`src/rtl/despachador_salida.sv`:
```
// despachador_salida: round-robin drain of the four blue FIFOs onto a single
// valid/ready output link, each word tagged with the FIFO it came from.
// Optional feature macro: STATS_EN (per-port handshake counters with a
// request/response read port). Without it cnt_data/cnt_valid are tied low.
//
// state | meaning
// ARB   | idle; pop the round-robin grant when enabled and any FIFO has data
// LOAD  | popped word arrives on data_in_p[sel]; capture it into the output register
// SEND  | word presented; hold until handshake, optionally popping the next grant
module despachador_salida #(
  parameter int DATA_W = 12,
  parameter int CNT_W  = 5
) (
  input  logic              clk,
  input  logic              reset,
  input  logic              Enable,
  input  logic [3:0]        fifo_empty,
  input  logic [DATA_W-1:0] data_in_p0,
  input  logic [DATA_W-1:0] data_in_p1,
  input  logic [DATA_W-1:0] data_in_p2,
  input  logic [DATA_W-1:0] data_in_p3,
  output logic [3:0]        pop,
  output logic [DATA_W-1:0] data_out,
  output logic [1:0]        dest_out,
  output logic              valid_out,
  input  logic              ready_in,
  input  logic              req,
  input  logic [1:0]        idx,
  output logic [CNT_W-1:0]  cnt_data,
  output logic              cnt_valid
);

  typedef enum logic [1:0] {ST_ARB, ST_LOAD, ST_SEND} state_t;

  state_t            state_q;
  logic [1:0]        sel_q;
  logic [1:0]        rr_last_q;
  logic [DATA_W-1:0] data_out_q;
  logic [1:0]        dest_out_q;
  logic              valid_out_q;

  logic [1:0]        grant;
  logic [1:0]        cand;
  logic              found;
  logic              pop_ok;
  logic              do_pop;
  logic [DATA_W-1:0] data_sel;

  // Round-robin search starting just after the last granted port.
  always_comb begin
    grant = 2'd0;
    cand  = 2'd0;
    found = 1'b0;
    for (int k = 1; k <= 4; k++) begin
      cand = rr_last_q + k[1:0];
      if (!found && !fifo_empty[cand]) begin
        grant = cand;
        found = 1'b1;
      end
    end
  end

  // A pop is decided combinationally so the next word can be fetched in the
  // same cycle as the handshake; held low while reset is asserted.
  assign pop_ok = (state_q == ST_ARB) | ((state_q == ST_SEND) & ready_in);
  assign do_pop = ~reset & Enable & found & pop_ok;
  assign pop    = do_pop ? (4'b0001 << grant) : 4'b0000;

  // Read-data mux for the port popped in the previous cycle.
  always_comb begin
    data_sel = data_in_p0;
    case (sel_q)
      2'd0:    data_sel = data_in_p0;
      2'd1:    data_sel = data_in_p1;
      2'd2:    data_sel = data_in_p2;
      default: data_sel = data_in_p3;
    endcase
  end

  // Arbitration / load / send sequencing with registered outputs.
  always_ff @(posedge clk or posedge reset) begin
    if (reset) begin
      state_q     <= ST_ARB;
      sel_q       <= 2'd0;
      rr_last_q   <= 2'd3;
      data_out_q  <= '0;
      dest_out_q  <= 2'd0;
      valid_out_q <= 1'b0;
    end else begin
      case (state_q)
        ST_ARB: begin
          if (do_pop) begin
            sel_q     <= grant;
            rr_last_q <= grant;
            state_q   <= ST_LOAD;
          end
        end
        ST_LOAD: begin
          data_out_q  <= data_sel;
          dest_out_q  <= sel_q;
          valid_out_q <= 1'b1;
          state_q     <= ST_SEND;
        end
        ST_SEND: begin
          if (ready_in) begin
            valid_out_q <= 1'b0;
            if (do_pop) begin
              sel_q     <= grant;
              rr_last_q <= grant;
              state_q   <= ST_LOAD;
            end else begin
              state_q <= ST_ARB;
            end
          end
        end
        default: state_q <= ST_ARB;
      endcase
    end
  end

  assign data_out  = data_out_q;
  assign dest_out  = dest_out_q;
  assign valid_out = valid_out_q;

`ifdef STATS_EN
  logic [CNT_W-1:0] cnt_q [4];
  logic [CNT_W-1:0] cnt_data_q;
  logic             cnt_valid_q;

  // Per-port handshake counters (wrapping) and one-cycle read response.
  // A read in the handshake cycle returns the value before the increment.
  always_ff @(posedge clk or posedge reset) begin
    if (reset) begin
      for (int i = 0; i < 4; i++) cnt_q[i] <= '0;
      cnt_data_q  <= '0;
      cnt_valid_q <= 1'b0;
    end else begin
      if (valid_out_q && ready_in) begin
        cnt_q[dest_out_q] <= cnt_q[dest_out_q] + CNT_W'(1);
      end
      if (req) begin
        cnt_data_q  <= cnt_q[idx];
        cnt_valid_q <= 1'b1;
      end else begin
        cnt_valid_q <= 1'b0;
      end
    end
  end

  assign cnt_data  = cnt_data_q;
  assign cnt_valid = cnt_valid_q;
`else
  logic unused_stats;
  assign unused_stats = ^{req, idx};
  assign cnt_data     = '0;
  assign cnt_valid    = 1'b0;
`endif

endmodule

```
`config.mk`:
```
export PLATFORM = sky130hd
export DESIGN_NAME = despachador_salida
export DESIGN_NICKNAME = d
export VERILOG_FILES = /design/src/rtl/despachador_salida.sv
export SDC_FILE = /design/constraint.sdc
export NUM_CORES = 1
export LEC_CHECK = 0
export CELL_PAD_IN_SITES_DETAIL_PLACEMENT = 2
export CELL_PAD_IN_SITES_GLOBAL_PLACEMENT = 2
export CORE_MARGIN = 5
export CORE_UTILIZATION = 23
export DETAILED_ROUTE_END_ITERATION = 12
export PLACE_DENSITY = 0.82
export SKIP_LAST_GASP = 1
export SLEW_MARGIN = 20
export SYNTH_ARGS = -nofsm -noshare
export SYNTH_HDL_FRONTEND = slang
export SYNTH_SLANG_ARGS = --single-unit
```
`constraint.sdc`:
```
create_clock -name clk -period 3.6 [get_ports clk]
set_input_delay 0.72 -clock clk [delete_from_list [all_inputs] [get_ports clk]]
set_output_delay 0.72 -clock clk [all_outputs]
set_load 0.05 [all_outputs]
```
# Word-level counts from Yosys, hierarchy flattened
# Index checks and enable logic that the tools add are counted.
# classes
mul	0
order_cmp	4
n_reduce_logical	15
n_bitwise	6
addsub	3
n_shift	1
mux	30
eq_ne	6
n_div	0
# ops
operator	count
12-bit one-hot mux with 3 select lines	1
2-bit 2-to-1 mux	10
2-bit by 3-bit < comparator with 1-bit output, second input constant	4
1-bit 2-to-1 mux	10
1-bit binary-select mux with 2-bit select	4
2-bit one-hot mux with 2 select lines	2
2-bit one-hot mux with 3 select lines	1
2-bit AND reduction	3
1-bit zero test	5
2-bit adder, second input constant	2
1-bit bitwise AND	4
2-bit by 1-bit == test with 1-bit output, second input constant	2
2-bit == test, second input constant	2
2-bit zero test	2
4-bit 2-to-1 mux	1
2-bit != test, second input constant	2
2-bit nonzero test	2
1-bit by 2-bit << shifter with 4-bit output, first input constant	1
1-bit logical AND	3
2-bit by 1-bit adder with 2-bit output, second input constant	1
1-bit one-hot mux with 2 select lines	1
1-bit NOT	1
1-bit OR	1
# word_totals
mem_bits_ro	0
reg_bits	21
in_bits	59
mem_count	0
elab_cells	71
ram_bits	0
latchBits	0

# Logic depth before layout (Yosys ltp)
# logic_depth
depth_word	17
mapped_depth	5
depth_no_buf	4

# Worst setup path after synthesis
# No wires, ideal clock.
# synth_timing
path_kind	input to output
from	input fifo_empty[3]
to	output pop[2]
arrival_ns	2.246
path_stages	3
path_slack_ns	0.634
path_cell_list	a2bb2oi_1 a221o_1 nor3_1
# synth_via
elab_chain_len	14
# synth_rtl
item	line	rtl
from (decl)	17	input logic [3:0] fifo_empty,
1-bit binary-select mux with 2-bit select	56	if (!found && !fifo_empty[cand]) begin
1-bit 2-to-1 mux (implied by the code)	56	
1-bit zero test	56	
1-bit logical AND	56	
1-bit 2-to-1 mux	56	
1-bit zero test	56	
1-bit logical AND	56	
1-bit 2-to-1 mux	56	
1-bit zero test	56	
1-bit logical AND	56	
1-bit 2-to-1 mux	56	
1-bit bitwise AND (2 in series)	66	assign do_pop = ~reset & Enable & found & pop_ok;
4-bit 2-to-1 mux *	67	assign pop = do_pop ? (4'b0001 << grant) : 4'b0000;
to (decl)	22	output logic [3:0] pop,
# Every way passes the cells marked *; elsewhere a longest branch is shown, timed or not. The select of a mux whose other input is x is not followed.

# Worst setup path after layout
# layout_timing
from	input fifo_empty[3]
to	output pop[3]
# The elaborated chain is that of the path after synthesis.

==> summary.md <==
At the end of the flow, the number of nets in the layout was 229. The mapped netlist covers 1300 sq um. Including well taps, the total number of placed cells is 237.

After clock tree synthesis, the clock-pin slew on the worst setup and hold paths is 0.07 ns. The post-synthesis average cell area was 13.7 sq um. The arrival time at the worst endpoint is 2.33 ns, and the number of cells upsized or downsized after cts is 0. In the synthesized netlist, mux cells make up 36.3% of the area. For the weighted congestion at the end of routability-driven global placement, the log shows 0.849.

Summed over all nets, the half-perimeter wirelength after detailed placement is 3680 um. 0 antenna diodes ended up in the layout. Entering global routing, the biggest net connects 22 pins. The flow ran to the end, and the final reports show no timing, DRC or antenna violations. The starting density of the core was 23.7%. The run gives 241 as the filler-free cell count of the finished design. The run gives 0.550 ns as the final critical-path setup slack. The clock drives 21 sinks.

The tools report the number of violations of the max-capacitance limit as 0. Setup repair after global routing left no endpoint under its margin. Setup violations remaining at the end of the flow were counted as 0. The run gives 0.530 ns as the minimum setup slack after placement. The multi-input combinational cells in the finished layout cover a total of 691 sq um. The total overflow left after global routing is 0. In the synthesized netlist, the number of instances is 95. Derived from the worst setup path, the maximum achievable clock frequency is 328 MHz. The die width is 85.3 um.

The standard-cell row count was 27; the number of routed nets with antenna violations was 0. The shortest period the worst path allows was 3.05 ns; the number of synthesized flops with an enable pin was 0. The number of global-route vias before repair was 1301; the area growth from synthesis to final layout was 63.7%. TritonCTS built the clock tree. The final route contains 1106 vias. Layout filler cell count: 556. The top cell types in the final layout, fill and taps aside, are sky130_fd_sc_hd__clkdlybuf4s50_1 (70), sky130_fd_sc_hd__dfrtp_1 (19), sky130_fd_sc_hd__mux4_2 (8), sky130_fd_sc_hd__mux2_4 (8), sky130_fd_sc_hd__nor2_1 (7). The tools report the number of pins exceeding their max-slew limit in the final report as 0. The number of clock buffers inserted by TritonCTS is 3, and the total iterations of the first detailed-routing run is 4.

The worst clock skew is 0.00141 ns, and the wire length of the first global-routing pass is 7210 um. The slew at the pin with the worst max-slew slack is 0.820 ns, and the simple-gate area share of the yosys netlist is 8.17%. After layout, the worst path uses 84.7% of the clock period.

The die is 85.3 um tall. In the synthesized netlist the async set-or-reset flop fraction comes to 100%. The maximum level of the CTS H-tree was 1. For the clock tree buffer depth, the log shows 2. The finished cells cover 2130 sq um. For the count of warnings emitted by yosys, the log shows 0.

For the worst-skew pair, the clock arrives at the later sink with an insertion delay of 0.26 ns. In this run, synthesis produced a sequential element count of 21. The peak ir drop on the vdd network is 0.267 mV.

Global routing used 12.5% of the available tracks across all layers. The total power came out at 1.46 mW. Combinational family with the most area after synthesis: multiplexers. The total count of hold-check failures in the final report came out at 0. The tools report the number of antenna violations at the first check in global routing as 0.

The synthesized netlist devotes 6.82% of its cell area to compound gates. In this run, post-CTS hold repair placed 0 buffers. By area the synthesized netlist is led by sky130_fd_sc_hd__dfrtp_1 (37%), sky130_fd_sc_hd__mux4_2 (14%), sky130_fd_sc_hd__mux2_4 (9.2%).

For the worst setup path, the data required time is 2.88 ns. In this run the power density over the cells is 686 nW/um^2. The number of buffers added on ports came out at 74. Among all flip-flop cells after synthesis, the most frequent one is sky130_fd_sc_hd__dfrtp_1. The die covers 7270 sq um. Cell chosen for the clock root: sky130_fd_sc_hd__clkbuf_8. The placed instances occupy a cell area of 2090 sq um.

Adding up every negative setup slack in the final design gives 0 ns. The category of the most critical setup path is input port to primary output. The worst hold path belongs to the class flip-flop to flip-flop.

Post-detailed-route via-to-cell ratio: 4.59. The element type at the critical path start is an input port. The synthesized design spends more area on one cell type than any other, namely sky130_fd_sc_hd__dfrtp_1. Share of the synthesized area in the top cell type: 36.5%.

The run gives 4560 um as the final wirelength. The area share of xor/xnor cells in the synthesized design works out to 0%. After the first detailed-routing iteration, the DRC count stood at 48. For this design the top-level I/O count stands at 84. STA classifies the critical path endpoint as a primary output. The logs give 5510 sq um for the area of the core region and 0 for the buffers inserted during post-CTS setup optimization.

Measured against its own limit, the worst slew margin works out to 45.3%. Dividing the detail-routed wire length by the instance count gives 18.9 um. The most common cell after layout, fill and taps aside was sky130_fd_sc_hd__clkdlybuf4s50_1.

In this run the static leakage power is 0.861 nW. The post-synthesis adder-cell area fraction came out at 0%. The fraction of final layout cells sized beyond drive strength 1 works out to 19.5%. The largest driver fanout on the critical path was 6.

The area occupied by registers was 528 sq um; the post-synthesis sequential area ratio was 40.5%. The tools report the DRC violation count after routing as 0. The count of different cell masters after synthesis is 30. The tools report the worst hold slack as 0.510 ns. For the share of the core filled with cells, the log shows 38.7%.
-- cell type report --
type | count | share of cell area [%]
Tap cell | 72 | 4.23
Sequential cell | 21 | 24.8
Timing Repair Buffer | 75 | 35.8
Clock buffer | 4 | 2.11
Multi-Input combinational cell | 65 | 32.4
Inverter | 4 | 0.704
-- cell usage after synthesis (2+ instances only) --
| library cell | instances |
|---|---|
| sky130_fd_sc_hd__a21o_1 | 2 |
| sky130_fd_sc_hd__and2_1 | 2 |
| sky130_fd_sc_hd__buf_4 | 7 |
| sky130_fd_sc_hd__dfrtp_1 | 19 |
| sky130_fd_sc_hd__dfstp_2 | 2 |
| sky130_fd_sc_hd__inv_1 | 4 |
| sky130_fd_sc_hd__mux2_2 | 6 |
| sky130_fd_sc_hd__mux2_4 | 8 |
| sky130_fd_sc_hd__mux4_1 | 4 |
| sky130_fd_sc_hd__mux4_2 | 8 |
| sky130_fd_sc_hd__nand2_1 | 2 |
| sky130_fd_sc_hd__nand2b_1 | 2 |
| sky130_fd_sc_hd__nand4_1 | 2 |
| sky130_fd_sc_hd__nor2_1 | 7 |
| sky130_fd_sc_hd__nor2b_1 | 2 |
| sky130_fd_sc_hd__nor3_1 | 2 |
| sky130_fd_sc_hd__o21ai_0 | 3 |
-- cells by family after synthesis --
family / Yosys count
mux: 26
flops: 21
simple gates: 21
buf+inv: 14
compound gates: 12
other cells: 1
-- path summary, 6_finish.rpt --
path / start / endpoint / slack (ns) / cells after the start
max: fifo_empty[3] / pop[3] / 0.55 / 6
min: dest_out[0] / dest_out[0] / 0.51 / 1
max reg2reg: sel_q[0] / data_out[2] / 1.68 / 2
min reg2reg: dest_out[0] / dest_out[0] / 0.51 / 1
max in group asynchronous: reset / dest_out[0] / 2.12 / 2
min in group asynchronous: reset / state_q[0] / 0.98 / 2
-- critical path: stages --
cell	delay, ns
sky130_fd_sc_hd__clkdlybuf4s50_1	0.51
sky130_fd_sc_hd__a2bb2oi_1	0.18
sky130_fd_sc_hd__a221o_1	0.34
sky130_fd_sc_hd__nor2_1	0.21
sky130_fd_sc_hd__and2_1	0.22
sky130_fd_sc_hd__buf_12	0.15
-- metal layers --
metal  track usage, %  vias up  wire length, um  part of all wire (%)
li1                 -      497                -                     -
met1             15.9      547             1990                    44
met2             21.8       59             2180                    48
met3             3.11        3              353                   7.7
met4             2.16        0               31                  0.68
met5                0        -                0                     0
-- state kept, by name, summed over array words and instances, names as in the netlist --
| name | cells |
|---|---|
| data_out | 12 |
| dest_out | 2 |
| rr_last_q | 2 |
| sel_q | 2 |
| state_q | 2 |
| valid_out | 1 |
-- where the power goes --
group          switching (mW)  total [mW]  internal [mW]
sequential              0.108       0.449          0.341
clock                  0.0764       0.155         0.0789
combinational           0.467       0.858          0.391
total                   0.651        1.46          0.811
Note: power is estimated with default switching activity, not from simulation.
